===== src/rtl/cpu_core.sv =====
// Accumulator CPU core: multi-cycle FETCH/DECODE/EXEC/MEM sequencer on a
// request/acknowledge memory bus with an output register and a halt state.
module cpu_core #(
  parameter  int WIDTH  = 8,
  localparam int ADDR_W = WIDTH - 4
) (
  input  logic              clk,
  input  logic              reset,
  input  logic              run,
  output logic              mem_req,
  output logic              mem_we,
  output logic [ADDR_W-1:0] mem_addr,
  output logic [WIDTH-1:0]  mem_wdata,
  input  logic [WIDTH-1:0]  mem_rdata,
  input  logic              mem_ack,
  output logic [WIDTH-1:0]  out_data,
  output logic              out_valid,
  output logic              halted
);

  typedef enum logic [2:0] {S_FETCH, S_DECODE, S_EXEC, S_MEM, S_HALT} state_e;
  typedef enum logic [1:0] {ALU_NONE, ALU_ADD, ALU_SUB} alu_e;

  localparam logic [3:0] OP_LDA = 4'h1;
  localparam logic [3:0] OP_ADD = 4'h2;
  localparam logic [3:0] OP_SUB = 4'h3;
  localparam logic [3:0] OP_STA = 4'h4;
  localparam logic [3:0] OP_LDI = 4'h5;
  localparam logic [3:0] OP_JMP = 4'h6;
  localparam logic [3:0] OP_JC  = 4'h7;
  localparam logic [3:0] OP_JZ  = 4'h8;
  localparam logic [3:0] OP_OUT = 4'hE;
  localparam logic [3:0] OP_HLT = 4'hF;

  localparam logic [ADDR_W-1:0] PC_ONE  = 1;
  localparam logic [WIDTH:0]    ALU_ONE = 1;

  state_e              state_q;
  alu_e                alu_q;
  logic [WIDTH-1:0]    a_q, b_q, ir_q, out_q;
  logic [ADDR_W-1:0]   pc_q;
  logic                c_q, z_q, out_valid_q, fetch_busy_q;

  logic [3:0]          opcode;
  logic [ADDR_W-1:0]   operand;
  logic                fetch_req, mem_done;
  logic [WIDTH:0]      alu_full;
  logic [WIDTH-1:0]    a_view;

  assign opcode  = ir_q[WIDTH-1:WIDTH-4];
  assign operand = ir_q[ADDR_W-1:0];

  // ADD/SUB latch B on the completing edge and write A/C/Z back on the next
  // edge (first FETCH cycle); a_view exposes the post-ALU value of A early so
  // the bus never sees A change while a request is held.
  always_comb begin
    alu_full = {1'b0, a_q} + {1'b0, b_q};
    if (alu_q == ALU_SUB) alu_full = {1'b0, a_q} + {1'b0, ~b_q} + ALU_ONE;
  end
  assign a_view = (alu_q == ALU_NONE) ? a_q : alu_full[WIDTH-1:0];

  // Once a fetch is requested it is held to completion even if run drops.
  assign fetch_req = (state_q == S_FETCH) && (run || fetch_busy_q);
  assign mem_req   = reset && (fetch_req || (state_q == S_MEM));
  assign mem_we    = mem_req && (state_q == S_MEM) && (opcode == OP_STA);
  assign mem_addr  = (state_q == S_MEM) ? operand : pc_q;
  assign mem_wdata = a_view;
  assign mem_done  = mem_req && mem_ack;

  assign out_data  = out_q;
  assign out_valid = out_valid_q;
  assign halted    = (state_q == S_HALT);

  always_ff @(posedge clk or negedge reset) begin
    if (!reset) begin
      state_q      <= S_FETCH;
      alu_q        <= ALU_NONE;
      a_q          <= '0;
      b_q          <= '0;
      ir_q         <= '0;
      out_q        <= '0;
      pc_q         <= '0;
      c_q          <= 1'b0;
      z_q          <= 1'b0;
      out_valid_q  <= 1'b0;
      fetch_busy_q <= 1'b0;
    end else begin
      out_valid_q <= 1'b0;
      if (alu_q != ALU_NONE) begin
        a_q   <= alu_full[WIDTH-1:0];
        c_q   <= alu_full[WIDTH];
        z_q   <= (alu_full[WIDTH-1:0] == '0);
        alu_q <= ALU_NONE;
      end
      case (state_q)
        S_FETCH: begin
          if (mem_done) begin
            ir_q         <= mem_rdata;
            pc_q         <= pc_q + PC_ONE;
            fetch_busy_q <= 1'b0;
            state_q      <= S_DECODE;
          end else if (fetch_req) begin
            fetch_busy_q <= 1'b1;
          end
        end
        S_DECODE: begin
          if (opcode == OP_LDA || opcode == OP_ADD || opcode == OP_SUB || opcode == OP_STA)
            state_q <= S_MEM;
          else
            state_q <= S_EXEC;
        end
        S_MEM: begin
          if (mem_done) begin
            case (opcode)
              OP_LDA:  a_q <= mem_rdata;
              OP_ADD:  begin b_q <= mem_rdata; alu_q <= ALU_ADD; end
              OP_SUB:  begin b_q <= mem_rdata; alu_q <= ALU_SUB; end
              default: ;
            endcase
            state_q <= S_FETCH;
          end
        end
        S_EXEC: begin
          state_q <= S_FETCH;
          case (opcode)
            OP_LDI:  a_q <= {4'b0000, operand};
            OP_JMP:  pc_q <= operand;
            OP_JC:   if (c_q) pc_q <= operand;
            OP_JZ:   if (z_q) pc_q <= operand;
            OP_OUT:  begin out_q <= a_q; out_valid_q <= 1'b1; end
            OP_HLT:  state_q <= S_HALT;
            default: ;
          endcase
        end
        S_HALT:  state_q <= S_HALT;
        default: state_q <= S_FETCH;
      endcase
    end
  end

endmodule

===== config.mk =====
export PLATFORM = sky130hd
export DESIGN_NAME = cpu_core
export DESIGN_NICKNAME = d
export VERILOG_FILES = /design/src/rtl/cpu_core.sv
export SDC_FILE = /design/constraint.sdc
export NUM_CORES = 1
export LEC_CHECK = 0
export BUFFER_PORTS_ARGS = -buffer_cell sky130_fd_sc_hd__buf_2
export CAP_MARGIN = 20
export CORE_MARGIN = 8
export CORE_UTILIZATION = 63
export DETAILED_ROUTE_END_ITERATION = 8
export GPL_ROUTABILITY_DRIVEN = 0
export PLACE_DENSITY = 0.9
export RECOVER_POWER = 100
export SLEW_MARGIN = 20
export SYNTH_ARGS = -nofsm -noshare
export SYNTH_HDL_FRONTEND = slang
export SYNTH_SLANG_ARGS = --single-unit

===== constraint.sdc =====
create_clock -name clk -period 3.8 [get_ports clk]
set_clock_uncertainty 0.15 [all_clocks]
set_input_delay 0.76 -clock clk [delete_from_list [all_inputs] [get_ports clk]]
set_output_delay 0.76 -clock clk [all_outputs]
set_load 0.01 [all_outputs]

==> results of run 1 <==
## timing repair
item                                    4_1_cts  5_1_grt
hold buffers                                  0        0
gates resized for setup                       0        1
buffers inserted                              0        0
endpoints found under the setup margin        0        1
hold endpoints to repair                      0        0
## critical path, cell delays in order (launching register included)
cell                        delay (ns)
sky130_fd_sc_hd__dfrtp_1          0.40
sky130_fd_sc_hd__inv_1            0.06
sky130_fd_sc_hd__ha_1             0.22
sky130_fd_sc_hd__fa_1             0.40
sky130_fd_sc_hd__nand2b_1         0.19
sky130_fd_sc_hd__a21oi_2          0.22
sky130_fd_sc_hd__o22a_1           0.21
sky130_fd_sc_hd__a2bb2oi_1        0.18
sky130_fd_sc_hd__o22ai_1          0.10
sky130_fd_sc_hd__a21oi_1          0.22
sky130_fd_sc_hd__buf_2            0.18
## layout by cell type, fill, tap and decap left out, drive strengths merged, types with 4 or more instances in the layout
cell and instances:
a211oi 6, a21o 4, a21oi 27, a22o 9
buf 11, clkbuf 32, dfrtp 45, ha 17
inv 16, mux2 28, mux2i 6, nand2 20
nand2b 7, nor2 30, nor2b 7, o21ai 13
o22ai 4, o31ai 4, xnor2 4
## through the flow
step                cells  utilization  instance area, µm²  hold WS [ns]  setup slack [ns]
finish                395        0.690                3220         0.363             0.209
global route          395        0.690                3220         0.384            0.0584
CTS                   395        0.707                3290         0.297             0.153
detailed placement    387        0.686                3200         0.341             0.499
global placement      387        0.686                3200         0.336             0.600
floorplan             308            -                3000         0.314             0.819
## routing by layer
metal | wire length (µm) | vias to the layer above | GRT usage | part of all wire
met2 | 3610 | 84 | 0.339 | 0.50
li1 | - | 1194 | - | -
met5 | 0 | - | 0 | 0
met1 | 3210 | 1278 | 0.253 | 0.44
met3 | 319 | 7 | 0.0347 | 0.044
met4 | 75 | 0 | 0.0566 | 0.010
## kinds of logic after synthesis
kind of cell,count (synthesis),share of synthesized area
mux,34,0.125
buf+inv,28,0.0412
xor+xnor,6,0.0175
simple gates,86,0.151
compound gates,90,0.207
fa+ha+maj,19,0.0841
flops,45,0.375
## power by group through the flow
stage	sequential [mW]	clock (mW)	combinational, mW
floorplan	0.743	0	0.796
global placement	0.783	0	0.983
detailed placement	0.793	0	1.01
CTS	0.784	0.323	1.02
global route	0.805	0.337	1.09
finish	0.784	0.319	0.988
## flip-flops by register name, indices dropped and copies added, names as in the netlist, 2 cells and up
register,flops
a_q,8
ir_q,8
pc_q,4
state_q,3
b_q,8
alu_q,2
out_data,8
## cell type report
| type | instances | area [µm²] | area share |
|---|---|---|---|
| inverter | 16 | 60.1 | 0.0187 |
| multi-input combinational | 235 | 1710 | 0.533 |
| tap | 54 | 67.6 | 0.0210 |
| sequential | 45 | 1130 | 0.350 |
| clock buffer | 6 | 82.6 | 0.0257 |
| timing repair buffer | 37 | 153 | 0.0475 |
| clock inverter | 2 | 13.8 | 0.00428 |
## worst paths after layout
check	start	to	slack [ns]
setup / recovery	a_q[0]$_DFF_PN0_	mem_wdata[6]	0.21
hold reg to reg	out_data[2]$_DFFE_PN0P_	out_data[2]$_DFFE_PN0P_	0.36
hold / removal	out_data[2]$_DFFE_PN0P_	out_data[2]$_DFFE_PN0P_	0.36
max in group asynchronous	reset	b_q[3]$_DFFE_PN0P_	1.90
setup reg to reg	state_q[0]$_DFFE_PN0P_	pc_q[2]$_DFFE_PN0P_	0.55
min in group asynchronous	reset	b_q[5]$_DFFE_PN0P_	0.63
==> reports/qor_table.md, run 1 <==
| Result | Reported |
|:---|:---|
| Result of the run | finished, final reports clean |
| Cell count of the worst hold path | 1 |
| Max-slew violation total from the final report | 0 |
| Share of async-settable or async-resettable flops after synthesis | 1.00 |
| Switching power share of the total | 0.427 |
| Clock slew at the register clock pins of the worst setup and hold paths | 0.08 ns |
| Vert. Die Dim | 85.1 µm |
| Final wirelength | 7210 µm |
| Max Fanout on Critical Path | 4 |
| Most common cell in the synthesized netlist | sky130_fd_sc_hd__dfrtp_1 |
| Class of the most critical hold timing path | reg -> reg |
| Final period util | 0.945 |
| Upper clock frequency limit | 278 MHz |
| Number of synthesized flops with an enable pin | 0 |
| Pin count of the biggest net entering global routing | 28 |
| Top cell type by total area after synthesis | sky130_fd_sc_hd__dfrtp_1 |
| Synth cell types | 59 |
| Vias per inst | 6.49 |
| Syn-to-layout area delta | 7.04% |
| Number of CTS-inserted buffers | 5 |
| Max clock buf depth | 2 |
| Total number of yosys warnings | 0 |
| Buffers on Ports | 35 |
| Floorplan die width | 85.1 µm |
| Dominant cells by area after synthesis | sky130_fd_sc_hd__dfrtp_1, sky130_fd_sc_hd__mux2_2, sky130_fd_sc_hd__ha_1, sky130_fd_sc_hd__a21oi_1, sky130_fd_sc_hd__nor2_1 |
| Logic pwr share | 0.472 |
| Gr usage total | 0.200 |
| Detailed placement HPWL | 5350 µm |
| 1st-pass router iterations | 4 |
| Commonest cells post-synth | sky130_fd_sc_hd__dfrtp_1, sky130_fd_sc_hd__mux2_2, sky130_fd_sc_hd__a21oi_1, sky130_fd_sc_hd__nor2_1, sky130_fd_sc_hd__nand2_1 |
| Final antenna-violating net count | 0 |
| Die Area | 7230 µm² |
| Final TNS setup | 0 ns |
| Critical path type | reg -> out |
| Transition time at the pin with the least slew margin | 1.39 ns |
| Average wire per cell in the routed design | 18.2 µm |
| Sinks on Clock Net | 45 |
| Post-synthesis area per instance | 9.75 µm² |
| Grt ovf | 0 |
| Deepest level of the CTS H-tree | 2 |
| Number of inserted diodes | 0 |
| Final worst path period need | 3.59 ns |
| Top cell type's share of synthesized area | 0.375 |
| Power density normalized to cell area | 650 nW/µm² |
| Clock insertion delay at the later pin of the skew report | 0.31 ns |
| Initial antenna violation count | 0 |
| Hold Fails Final Rpt | 0 |
| Part of the power in the clock network | 0.153 |
| Kind of start point of the critical path | flip-flop |
| Part of the total power dissipated in sequential elements | 0.375 |
| Headroom to the max-slew limit | 0.0741 |
| Capturing element type of the critical path | output pin |
| Worst path arrival time | 2.68 ns |
| Internal power consumption | 1.20 mW |
| Number of global-route vias before repair | 2511 |
| Net count, final | 371 |
| Pleak | 1.48 nW |
| Cell count after synthesis | 308 |
| Power after layout | 2.09 mW |
| DRC violations left | 0 |
| Flop and latch count out of synthesis | 45 |
| Clock tree from TritonCTS | yes |
| Proportion of layout cells with a drive suffix above 1 | 0.150 |
| Filler cell count | 344 |
| Share of synthesized area occupied by flip-flops and latches | 0.375 |
| Final setup violation count | 0 |
| I/O pins | 36 |
| DR iter-0 viols | 291 |
| Row count | 25 |
| Reported net switching power | 0.893 mW |
| Main flop type after synthesis | sky130_fd_sc_hd__dfrtp_1 |
| Worst R2R Path Depth | 7 |
| Net count after synthesis | 339 |
| Starting density of the core | 0.645 |
| Synthesized area | 3000 µm² |
| Area inside the core boundary | 4660 µm² |
| Unrepaired setup endpoints after global routing | false |
| Peak supply drop | 0.000503 V |
| Critical Path RT | 2.89 ns |
| Total via count in the routed design | 2563 |
| Root cell of the clock tree | sky130_fd_sc_hd__clkbuf_8 |
| First-pass GRT wire length | 11900 µm |
| Max-cap viol count | 0 |
(Power assumes the default switching activity.)
==> inputs of run 2 (changes only) <==
BUFFER_PORTS_ARGS = -buffer_cell sky130_fd_sc_hd__buf_4   (was -buffer_cell sky130_fd_sc_hd__buf_2)
GPL_TIMING_DRIVEN = 0   (was unset)
==> reports/qor_table.md, run 2 (same netlist as run 1, synthesis figures left out) <==
| Result | Reported | Delta |
|:---|:---|:---|
| Result of the run | finished, final reports clean | unchanged |
| 1st-pass router iterations | 4 | unchanged |
| Gr usage total | 0.209 | was 0.200 |
| Upper clock frequency limit | 277 MHz | was 278 MHz |
| Post-layout worst setup margin | 0.196 ns | was 0.209 ns |
| Root cell of the clock tree | sky130_fd_sc_hd__clkbuf_8 | unchanged |
| Starting density of the core | 0.645 | unchanged |
| Number of global-route vias before repair | 2601 | was 2511 |
| Syn-to-layout area delta | 9.50% | was 7.04% |
| Wl on met1 | 3030 µm | was 3210 µm |
| Max-cap viol count | 0 | unchanged |
| Vert. Die Dim | 85.1 µm | unchanged |
| Number of CTS-inserted buffers | 5 | unchanged |
| Sinks on Clock Net | 45 | unchanged |
| DR iter-0 viols | 171 | was 291 |
| Pleak | 1.51 nW | was 1.48 nW |
| Deepest level of the CTS H-tree | 2 | unchanged |
| RR Endpoint | pc_q[2]$_DFFE_PN0P_ | unchanged |
| Buffers on Ports | 35 | unchanged |
| Met3 Routed Length | 337 µm | was 319 µm |
| Net count, final | 381 | was 371 |
| Headroom to the max-slew limit | 0.397 | was 0.0741 |
| Setup slack at placement | 0.432 ns | was 0.499 ns |
| Final setup violation count | 0 | unchanged |
| Peak supply drop | 0.000508 V | was 0.000503 V |
| Floorplan die width | 85.1 µm | unchanged |
| Vias per inst | 6.38 | was 6.49 |
| Detailed placement HPWL | 5580 µm | was 5350 µm |
| Critical path type | reg -> out | unchanged |
| Max Fanout on Critical Path | 6 | was 4 |
| Final worst path period need | 3.60 ns | was 3.59 ns |
| I/O pins | 36 | unchanged |
| Setup bufs post-CTS | 0 | unchanged |
| Power after layout | 2.10 mW | was 2.09 mW |
| Clock slew at the register clock pins of the worst setup and hold paths | 0.08 ns | about the same |
| Initial antenna violation count | 0 | unchanged |
| Number of inserted diodes | 0 | unchanged |
| Proportion of layout cells with a drive suffix above 1 | 0.160 | was 0.150 |
| Area inside the core boundary | 4660 µm² | unchanged |
| Critical Path RT | 2.89 ns | about the same |
| Clock insertion delay at the later pin of the skew report | 0.29 ns | was 0.31 ns |
| Final period util | 0.948 | was 0.945 |
| Most frequent cells in the layout | sky130_fd_sc_hd__dfrtp_1, sky130_fd_sc_hd__clkbuf_1, sky130_fd_sc_hd__nor2_1, sky130_fd_sc_hd__mux2_2, sky130_fd_sc_hd__a21oi_1 | was sky130_fd_sc_hd__dfrtp_1, sky130_fd_sc_hd__nor2_1, sky130_fd_sc_hd__mux2_2, sky130_fd_sc_hd__a21oi_1, sky130_fd_sc_hd__clkbuf_1 |
| Die Area | 7230 µm² | unchanged |
| Capturing element type of the critical path | output pin | unchanged |
| Average wire per cell in the routed design | 18.0 µm | was 18.2 µm |
| Worst-case register-to-register setup slack | 0.53 ns | was 0.55 ns |
| Final wirelength | 7290 µm | was 7210 µm |
| Pin count of the biggest net entering global routing | 49 | was 28 |
| Most common cell after layout, fill and taps aside | sky130_fd_sc_hd__dfrtp_1 | unchanged |
| First-pass GRT wire length | 12400 µm | was 11900 µm |
| Grt ovf | 0 | unchanged |
| Final antenna-violating net count | 0 | unchanged |
| Max clock buf depth | 2 | unchanged |
| Transition time at the pin with the least slew margin | 0.899 ns | was 1.39 ns |
| Clock tree from TritonCTS | yes | unchanged |
| Max-slew violation total from the final report | 0 | unchanged |
| Met2 wirelength from detailed routing | 3790 µm | was 3610 µm |
| Total of hold buffers inserted after clock tree synthesis | 0 | unchanged |
| Worst R2R Path Depth | 8 | was 7 |
| Max Used Layer | met4 | unchanged |
| Hold Fails Final Rpt | 0 | unchanged |
| DRC violations left | 0 | unchanged |
| Total placed cells including tap cells | 397 | was 387 |
| Class of the most critical hold timing path | in -> async | was reg -> reg |
| Final std cells w/o fill | 405 | was 395 |
| Unrepaired setup endpoints after global routing | true | was false |
| Power density normalized to cell area | 639 nW/µm² | was 650 nW/µm² |
| Worst path arrival time | 2.69 ns | was 2.68 ns |
| Row count | 25 | unchanged |
| Kind of start point of the critical path | flip-flop | unchanged |
| Total via count in the routed design | 2582 | was 2563 |
| Critical register-to-register path startpoint | state_q[1]$_DFFE_PN0P_ | was state_q[0]$_DFFE_PN0P_ |
run 2: power breakdown:
part | internal, mW | total, mW | switching [mW]
combinational | 0.463 | 1.05 | 0.586
sequential | 0.616 | 0.772 | 0.157
clock | 0.131 | 0.280 | 0.149
run 2: metrics by stage:
| stage | hold slack (ns) | TNS (ns) | instance area, µm² | utilization |
|---|---|---|---|---|
| floorplan | 0.314 | 0 | 3000 | - |
| global placement | 0.342 | 0 | 3330 | 0.715 |
| detailed placement | 0.351 | 0 | 3330 | 0.715 |
| CTS | 0.331 | 0 | 3410 | 0.733 |
| global route | 0.349 | -0.0159 | 3290 | 0.706 |
| finish | 0.302 | 0 | 3290 | 0.706 |
run 2: how the worst max path moves through the flow:
| stage | slack, ns | cells after the start | endpoint | start |
|---|---|---|---|---|
| floorplan | 0.82 | 9 | mem_wdata[6] | a_q[0]$_DFF_PN0_ |
| global placement | 0.49 | 10 | mem_wdata[6] | a_q[0]$_DFF_PN0_ |
| detailed placement | 0.43 | 10 | mem_wdata[6] | a_q[0]$_DFF_PN0_ |
| CTS | 0.1 | 10 | mem_wdata[6] | a_q[0]$_DFF_PN0_ |
| global route | -0.01 | 10 | mem_wdata[6] | a_q[0]$_DFF_PN0_ |
| finish | 0.20 | 9 | mem_wdata[6] | a_q[1]$_DFF_PN0_ |
run 2: cell type report:
cell class / instances / area [µm²]
multi-input combinational: 235 / 1720
fill: 342 / 1370
sequential: 45 / 1130
timing repair buffer: 35 / 180
clock buffer: 8 / 80.1
tap: 54 / 67.6
inverter: 16 / 60.1
buffer: 12 / 56.3
run 2: metal layers:
metal | up-vias | track usage
met2 | 92 | 0.372
met3 | 13 | 0.0357
met1 | 1268 | 0.243
met4 | 0 | 0.0825
met5 | - | 0
li1 | 1209 | -
run 2: critical path, cell delays in order, from the launching register on:
cell                        delay, ns
sky130_fd_sc_hd__dfrtp_1         0.50
sky130_fd_sc_hd__inv_1           0.10
sky130_fd_sc_hd__fa_1            0.46
sky130_fd_sc_hd__nand2b_1        0.19
sky130_fd_sc_hd__a21oi_2         0.21
sky130_fd_sc_hd__o22a_1          0.21
sky130_fd_sc_hd__a2bb2oi_1       0.17
sky130_fd_sc_hd__o22ai_1         0.10
sky130_fd_sc_hd__a21oi_1         0.27
sky130_fd_sc_hd__buf_4           0.18
run 2: what timing repair did:
action	CTS	global route
setup endpoints to repair	0	2
endpoints found under the hold margin	0	0
resized for setup	0	1
